--- src/rtl/assert_ctrl_pkg.sv ---
// assert_ctrl_pkg
// Shared types for the assertion-control monitor: control op codes,
// directive-type mask bits, command FSM states and an op-legality helper.
// No ports (package).
package assert_ctrl_pkg;

  typedef enum logic [3:0] {
    OP_NONE         = 4'd0,
    OP_LOCK         = 4'd1,
    OP_UNLOCK       = 4'd2,
    OP_ON           = 4'd3,
    OP_OFF          = 4'd4,
    OP_KILL         = 4'd5,
    OP_PASSON       = 4'd6,
    OP_PASSOFF      = 4'd7,
    OP_FAILON       = 4'd8,
    OP_FAILOFF      = 4'd9,
    OP_NONVACUOUSON = 4'd10,
    OP_VACUOUSOFF   = 4'd11,
    OP_CLRCNT       = 4'd12
  } ctrl_op_e;

  localparam logic [1:0] DIR_ASSERT = 2'd1;
  localparam logic [1:0] DIR_COVER  = 2'd2;

  typedef enum logic [1:0] {
    ST_IDLE  = 2'd0,
    ST_WAIT  = 2'd1,
    ST_APPLY = 2'd2
  } fsm_state_e;

  function automatic logic op_supported(input logic [3:0] op);
    return (op >= 4'd1) && (op <= 4'd12);
  endfunction

endpackage

--- src/rtl/assert_ctrl_unit_chan.sv ---
// assert_ctrl_chan
// One monitored channel: evaluates "ant |=> con" as an assert or a cover,
// holds the runtime control flags and a saturating event counter.
// Ports:
//   clk, rst          clock, synchronous active-high reset
//   ant, con          antecedent / consequent for this channel
//   apply, sel, op    command apply strobe, channel selected, op code
//   pass_p, vac_p,    registered one-cycle result pulses
//   fail_p
//   cnt               fail (assert) / hit (cover) counter
module assert_ctrl_chan
  import assert_ctrl_pkg::*;
#(
  parameter bit IS_COVER = 1'b0,
  parameter int CNT_W    = 16
) (
  input  logic             clk,
  input  logic             rst,
  input  logic             ant,
  input  logic             con,
  input  logic             apply,
  input  logic             sel,
  input  logic [3:0]       op,
  output logic             pass_p,
  output logic             vac_p,
  output logic             fail_p,
  output logic [CNT_W-1:0] cnt
);

  localparam logic [CNT_W-1:0] CNT_MAX = '1;

  logic en, lock, pass_en, fail_en, vac_en;
  logic pend;   // non-vacuous attempt waiting for its consequent
  logic vpend;  // vacuous attempt (ant=0) waiting to report
  logic act, kill, evt;

  always_comb begin
    // a locked channel only listens to UNLOCK
    act  = apply && sel && (!lock || (op == OP_UNLOCK));
    kill = act && (op == OP_KILL);
    // counter event is independent of output gating
    evt  = pend && !kill && (IS_COVER ? con : !con);
  end

  always_ff @(posedge clk) begin
    if (rst) begin
      en      <= 1'b1;
      lock    <= 1'b0;
      pass_en <= 1'b1;
      fail_en <= 1'b1;
      vac_en  <= 1'b1;
      pend    <= 1'b0;
      vpend   <= 1'b0;
      pass_p  <= 1'b0;
      vac_p   <= 1'b0;
      fail_p  <= 1'b0;
      cnt     <= '0;
    end else begin
      // evaluation and attempt start use pre-op flags; only KILL acts on this edge
      pass_p <= pend && !kill && con && pass_en;
      fail_p <= !IS_COVER && pend && !kill && !con && fail_en;
      vac_p  <= vpend && !kill && vac_en;
      pend   <= en && ant && !kill;
      vpend  <= !IS_COVER && en && !ant && !kill;

      if (act && (op == OP_CLRCNT)) begin
        cnt <= '0;
      end else if (evt && (cnt != CNT_MAX)) begin
        cnt <= cnt + CNT_W'(1);
      end

      if (act) begin
        case (op)
          OP_LOCK:         lock    <= 1'b1;
          OP_UNLOCK:       lock    <= 1'b0;
          OP_ON:           en      <= 1'b1;
          OP_OFF:          en      <= 1'b0;
          OP_PASSON:       pass_en <= 1'b1;
          OP_PASSOFF:      pass_en <= 1'b0;
          OP_FAILON:       fail_en <= 1'b1;
          OP_FAILOFF:      fail_en <= 1'b0;
          // both vacuity ops silence vacuous passes; only reset restores them
          OP_NONVACUOUSON: vac_en  <= 1'b0;
          OP_VACUOUSOFF:   vac_en  <= 1'b0;
          default:         ;
        endcase
      end
    end
  end

endmodule

--- src/rtl/assert_ctrl_unit.sv ---
// assert_ctrl_unit
// Multi-channel "a |=> b" property monitor with runtime control modelled
// on $assertcontrol. Commands are latched on accept, optionally delayed,
// then applied for one cycle to the channels picked by index and type.
// Ports:
//   clk, rst                   clock, synchronous active-high reset
//   ant_i, con_i               per-channel antecedent / consequent
//   cmd_valid, cmd_ready       command handshake (ready only when idle)
//   cmd_op, cmd_dir, cmd_ch,   op code, directive mask, channel mask,
//   cmd_dly                    apply delay in cycles
//   pass_o, vac_o, fail_o      per-channel one-cycle result pulses
//   rd_sel, rd_cnt             counter read-back mux
//   cmd_err                    unsupported op reached the apply cycle
//
// state    | meaning
// ---------+-------------------------------------------------------
// ST_IDLE  | ready for a command
// ST_WAIT  | delay down-counter running, command fields held
// ST_APPLY | one cycle: op takes effect on the closing edge
module assert_ctrl_unit
  import assert_ctrl_pkg::*;
#(
  parameter int                NUM_CH      = 8,
  parameter logic [NUM_CH-1:0] CH_IS_COVER = '0,
  parameter int                CNT_W       = 16,
  parameter int                DLY_W       = 8,
  localparam int               SEL_W       = (NUM_CH > 1) ? $clog2(NUM_CH) : 1
) (
  input  logic              clk,
  input  logic              rst,
  input  logic [NUM_CH-1:0] ant_i,
  input  logic [NUM_CH-1:0] con_i,
  input  logic              cmd_valid,
  output logic              cmd_ready,
  input  logic [3:0]        cmd_op,
  input  logic [1:0]        cmd_dir,
  input  logic [NUM_CH-1:0] cmd_ch,
  input  logic [DLY_W-1:0]  cmd_dly,
  output logic [NUM_CH-1:0] pass_o,
  output logic [NUM_CH-1:0] vac_o,
  output logic [NUM_CH-1:0] fail_o,
  input  logic [SEL_W-1:0]  rd_sel,
  output logic [CNT_W-1:0]  rd_cnt,
  output logic              cmd_err
);

  fsm_state_e        state_q, state_d;
  logic [3:0]        op_q;
  logic [1:0]        dir_q;
  logic [NUM_CH-1:0] ch_q;
  logic [DLY_W-1:0]  dly_q;
  logic              accept, apply;
  logic [NUM_CH-1:0] sel;
  logic [CNT_W-1:0]  cnt_arr [NUM_CH];

  always_comb begin
    state_d   = state_q;
    cmd_ready = 1'b0;
    apply     = 1'b0;
    case (state_q)
      ST_IDLE: begin
        cmd_ready = 1'b1;
        if (cmd_valid) state_d = (cmd_dly == '0) ? ST_APPLY : ST_WAIT;
      end
      // terminal count at 1 so dly=N lands the apply edge N+1 edges after accept
      ST_WAIT:  if (dly_q == DLY_W'(1)) state_d = ST_APPLY;
      ST_APPLY: begin
        apply   = 1'b1;
        state_d = ST_IDLE;
      end
      default:  state_d = ST_IDLE;
    endcase
  end

  assign accept  = cmd_valid && cmd_ready;
  assign cmd_err = apply && !op_supported(op_q);

  always_ff @(posedge clk) begin
    if (rst) begin
      state_q <= ST_IDLE;
      op_q    <= '0;
      dir_q   <= '0;
      ch_q    <= '0;
      dly_q   <= '0;
    end else begin
      state_q <= state_d;
      if (accept) begin
        op_q  <= cmd_op;
        dir_q <= cmd_dir;
        ch_q  <= cmd_ch;
        dly_q <= cmd_dly;
      end else if (state_q == ST_WAIT) begin
        dly_q <= dly_q - DLY_W'(1);
      end
    end
  end

  // zero masks mean "all"; each channel answers to the dir bit of its own type
  always_comb begin
    sel = '0;
    for (int i = 0; i < NUM_CH; i++) begin
      sel[i] = ((ch_q == '0) || ch_q[i]) &&
               ((dir_q == '0) ||
                (CH_IS_COVER[i] ? |(dir_q & DIR_COVER) : |(dir_q & DIR_ASSERT)));
    end
  end

  for (genvar g = 0; g < NUM_CH; g++) begin : g_ch
    assert_ctrl_chan #(
      .IS_COVER (CH_IS_COVER[g]),
      .CNT_W    (CNT_W)
    ) u_chan (
      .clk    (clk),
      .rst    (rst),
      .ant    (ant_i[g]),
      .con    (con_i[g]),
      .apply  (apply),
      .sel    (sel[g]),
      .op     (op_q),
      .pass_p (pass_o[g]),
      .vac_p  (vac_o[g]),
      .fail_p (fail_o[g]),
      .cnt    (cnt_arr[g])
    );
  end

  // out-of-range indices read as zero
  always_comb begin
    rd_cnt = '0;
    for (int i = 0; i < NUM_CH; i++) begin
      if (rd_sel == SEL_W'(i)) rd_cnt = cnt_arr[i];
    end
  end

endmodule

--- config.mk ---
export PLATFORM = sky130hd
export DESIGN_NAME = assert_ctrl_unit
export DESIGN_NICKNAME = d
export VERILOG_FILES = /design/src/rtl/assert_ctrl_pkg.sv /design/src/rtl/assert_ctrl_unit_chan.sv /design/src/rtl/assert_ctrl_unit.sv
export SDC_FILE = /design/constraint.sdc
export NUM_CORES = 1
export LEC_CHECK = 0
export BUFFER_PORTS_ARGS = -buffer_cell sky130_fd_sc_hd__buf_2
export CAP_MARGIN = 10
export CORE_MARGIN = 3
export CORE_UTILIZATION = 25
export CTS_BUF_LIST = sky130_fd_sc_hd__clkbuf_8
export DETAILED_ROUTE_END_ITERATION = 8
export GPL_TIMING_DRIVEN = 0
export PLACE_DENSITY = 0.5
export SLEW_MARGIN = 5
export SYNTH_ARGS = -nofsm -noshare
export SYNTH_HDL_FRONTEND = slang
export SYNTH_HIERARCHICAL = 1
export SYNTH_SLANG_ARGS = --single-unit
--- constraint.sdc ---
create_clock -name clk -period 3.6 [get_ports clk]
set_clock_uncertainty 0.2 [all_clocks]
set_input_delay 0.54 -clock clk [delete_from_list [all_inputs] [get_ports clk]]
set_output_delay 0.54 -clock clk [all_outputs]
set_load 0.02 [all_outputs]
==> metrics <==
area grow syn2layout 20.3%; initial antenna violation count 1; fraction of registers with async set/reset 0%; Unique masters post-synth 61; Tot GR Track Use 14.2%; vias per inst 5.01; Synth top cells by count dfxtp_1, nor2_1, nand2_1; power share of the sequential group 43.7%; First-pass DRT Iterations 5; top cells by area in the synthesized netlist dfxtp_1, xnor2_1, nor2_1, nand2_1, nor4_4; final setup fails 0; Max VDD drop 0.000218 V; Clk pwr share 46.9%; fin. max-slew vios 0; crit path DAT 2.29 ns; Worst Path Required 2.86 ns; Period Utilization, post-route 84.3%; worst-margin pin slew 1.09 ns; FF-to-FF Start state_q[1]; Hold Path End g_ch[4].u_chan/pass_p; Nets 1,635; CTS root buffer clkbuf_8; Post-DP HPWL 28,100 um; gr ovfl total 0; critical path fanouts, max 27; worst min path class in2reg; TritonCTS clock tree done; total die area 0.0528 mm^2; normalized max-slew margin 27.1%; post-route ant nets 0; yosys warns 6; register area share after synthesis 37.1%; Cell Chain, Critical Path or4_1 -> a21boi_0 -> buf_2; leading area contributor after synthesis dfxtp_1; clock sinks 232; DP Cell Count 2,172; share of total power in combinational logic 9.4%; Setup crit start kind register; Vias 11,400; syn_nets 1,480; Pwr Density 411 mW/mm^2; met3 Use GR 3.15%; FF-to-FF setup slack 0.59 ns; hold depth 2; # rows 81; post-route non-filler standard cell count 2,280; WP depth 3; min-delay src con_i[4]; first-pass GRT wire length 60,500 um; Final GP Congestion 0.865; GR Util met2 21.5%; Final Power 0.00619 W; slowest stage delay, CP 0.67 ns; P_leak 5.12 nW; slowest CP cell dfxtp_1; status finished, final reports clean; Tmin final 3.03 ns; clk buf depth 3; GRT busiest layer met2; element type at the critical path end output pin; Max Cap Viol 0; PostCTS Resize Cnt 0; CTS clock-pin slew for the worst setup and hold paths 0.06 ns; antenna diode count 0; met1 usage 19.7%; Power Internal 0.00453 W; average instance area after synthesis 8.78 um^2; most common cell in the netlist dfxtp_1; Ports 86; DRC Markers 0; Syn Inst Count 1,426; setup ws final 0.566 ns; Mapped Area 0.0125 mm^2; H-tree levels 2; Die X 230 um; share of layout cells above drive strength 1 18.8%; Net Sw Frac 26.9%; First DRT Iteration DRCs 692; largest net degree at the start of global routing 68; WHS 0.0626 ns; vias in the first global route 10,800; pre-CTS WS 0.590 ns; upper clock frequency limit 0.330 GHz; Most used DFF post-synth dfxtp_1; drt wl/cell 16.8 um; Yosys top cell area share 37.1%; Setup CP Type reg2out; routed wire length 38,400 um; RSZ-0062 raised after global routing no; Layout fillers 5,252; WP buf/inv 1; IO buf count 81; Die Y-Extent 230 um; CP delay by family, top flip-flops; Synth Register Bits 232; EDFF count, synth 0; R2R Path End g_ch[7].u_chan/cnt[3]; Initial Util 25.4%; path depth of the worst reg2reg path 8; final hold vios 0; total CTS buffers 44; core area 0.0493 mm^2; sw power 0.00167 W; Skew-Pair Late Insertion Delay 0.60 ns
worst max path at each step:
stage | from | end | slack, ns
final | op_q[1] | cmd_err | 0.57
after global routing | state_q[1] | cmd_err | 0.26
after CTS | state_q[1] | cmd_err | 0.46
after detailed placement | state_q[1] | g_ch[7].u_chan/cnt[8] | 0.59
after global placement | op_q[0] | g_ch[7].u_chan/cnt[8] | -0.52
after floorplan | op_q[0] | cmd_err | 0.48
power groups by stage:
stage,clock network [W],registers [W],logic [W]
2_1_floorplan,0,0.00274,0.000376
3_3_place_gp,0,0.00276,0.000558
3_5_place_dp,0,0.00276,0.000562
4_1_cts,0.00302,0.00271,0.000586
5_1_grt,0.00314,0.00272,0.000643
6_report,0.00290,0.00271,0.000584
area by class of cell:
class | instances | area [um^2] | share of cell area [%]
multi-input combinational | 1103 | 7400 | 49.2
sequential | 232 | 4650 | 30.9
clock buffer | 62 | 853 | 5.67
tap | 664 | 831 | 5.52
timing repair buffer | 109 | 691 | 4.59
buffer | 57 | 350 | 2.33
clock inverter | 19 | 153 | 1.01
inverter | 34 | 128 | 0.848
registers in the layout (all words and copies together), names as in the netlist:
name	count
g_ch.u_chan/fail_p	8
g_ch.u_chan/vac_en	8
g_ch.u_chan/en	8
dly_q	8
g_ch.u_chan/cnt	128
g_ch.u_chan/pend	8
g_ch.u_chan/vac_p	8
op_q	4
state_q	2
dir_q	2
g_ch.u_chan/fail_en	8
g_ch.u_chan/pass_p	8
g_ch.u_chan/pass_en	8
g_ch.u_chan/lock	8
ch_q	8
g_ch.u_chan/vpend	8
logic make-up after synthesis:
logic type	count (synthesis)	share of synthesized area, %
fa+ha+maj	10	0.999
xor+xnor	81	5.67
simple gates	648	29.1
buf+inv	91	3.82
compound gates	318	19.5
flops	232	37.1
mux	46	3.84
per-stage QoR:
| step | TNS [ns] | area (um^2) | util [%] |
|---|---|---|---|
| 3_5_place_dp | 0 | 13800 | 28.0 |
| 4_1_cts | 0 | 15100 | 30.6 |
| 3_3_place_gp | -43.58 | 13800 | 27.9 |
| 2_1_floorplan | 0 | 12500 | - |
| 6_report | 0 | 15100 | 30.6 |
| 5_1_grt | 0 | 15100 | 30.6 |
cell usage in the layout (no fill, tap or decap), drive strengths merged, types with 10 or more instances in the layout:
master       instances
a21oi               64
a22o                26
a22oi               15
a311oi              16
and2                10
and3                16
and4                24
buf                128
clkbuf              73
clkinv              11
dfxtp              232
dlygate4sd3         27
ha                  10
inv                 40
mux2                16
mux2i               30
nand2              123
nand2b              39
nand3               56
nand3b              17
nand4               33
nor2               174
nor3                46
nor4                60
o21ai               65
o22ai               17
o311ai              24
o31ai               24
xnor2               81
timing repair:
action | in CTS | in global routing
hold buffers | 27 | 0
buffers inserted | 0 | 0
hold endpoints to repair | 35 | 0
per-layer routing:
metal | vias to the layer above | routed length (um)
met1 | 5414 | 18500
met3 | 75 | 2010
met2 | 297 | 16700
met5 | - | 13
li1 | 5634 | -
met4 | 2 | 1130
No activity file was read; power rests on OpenSTA's default activity.
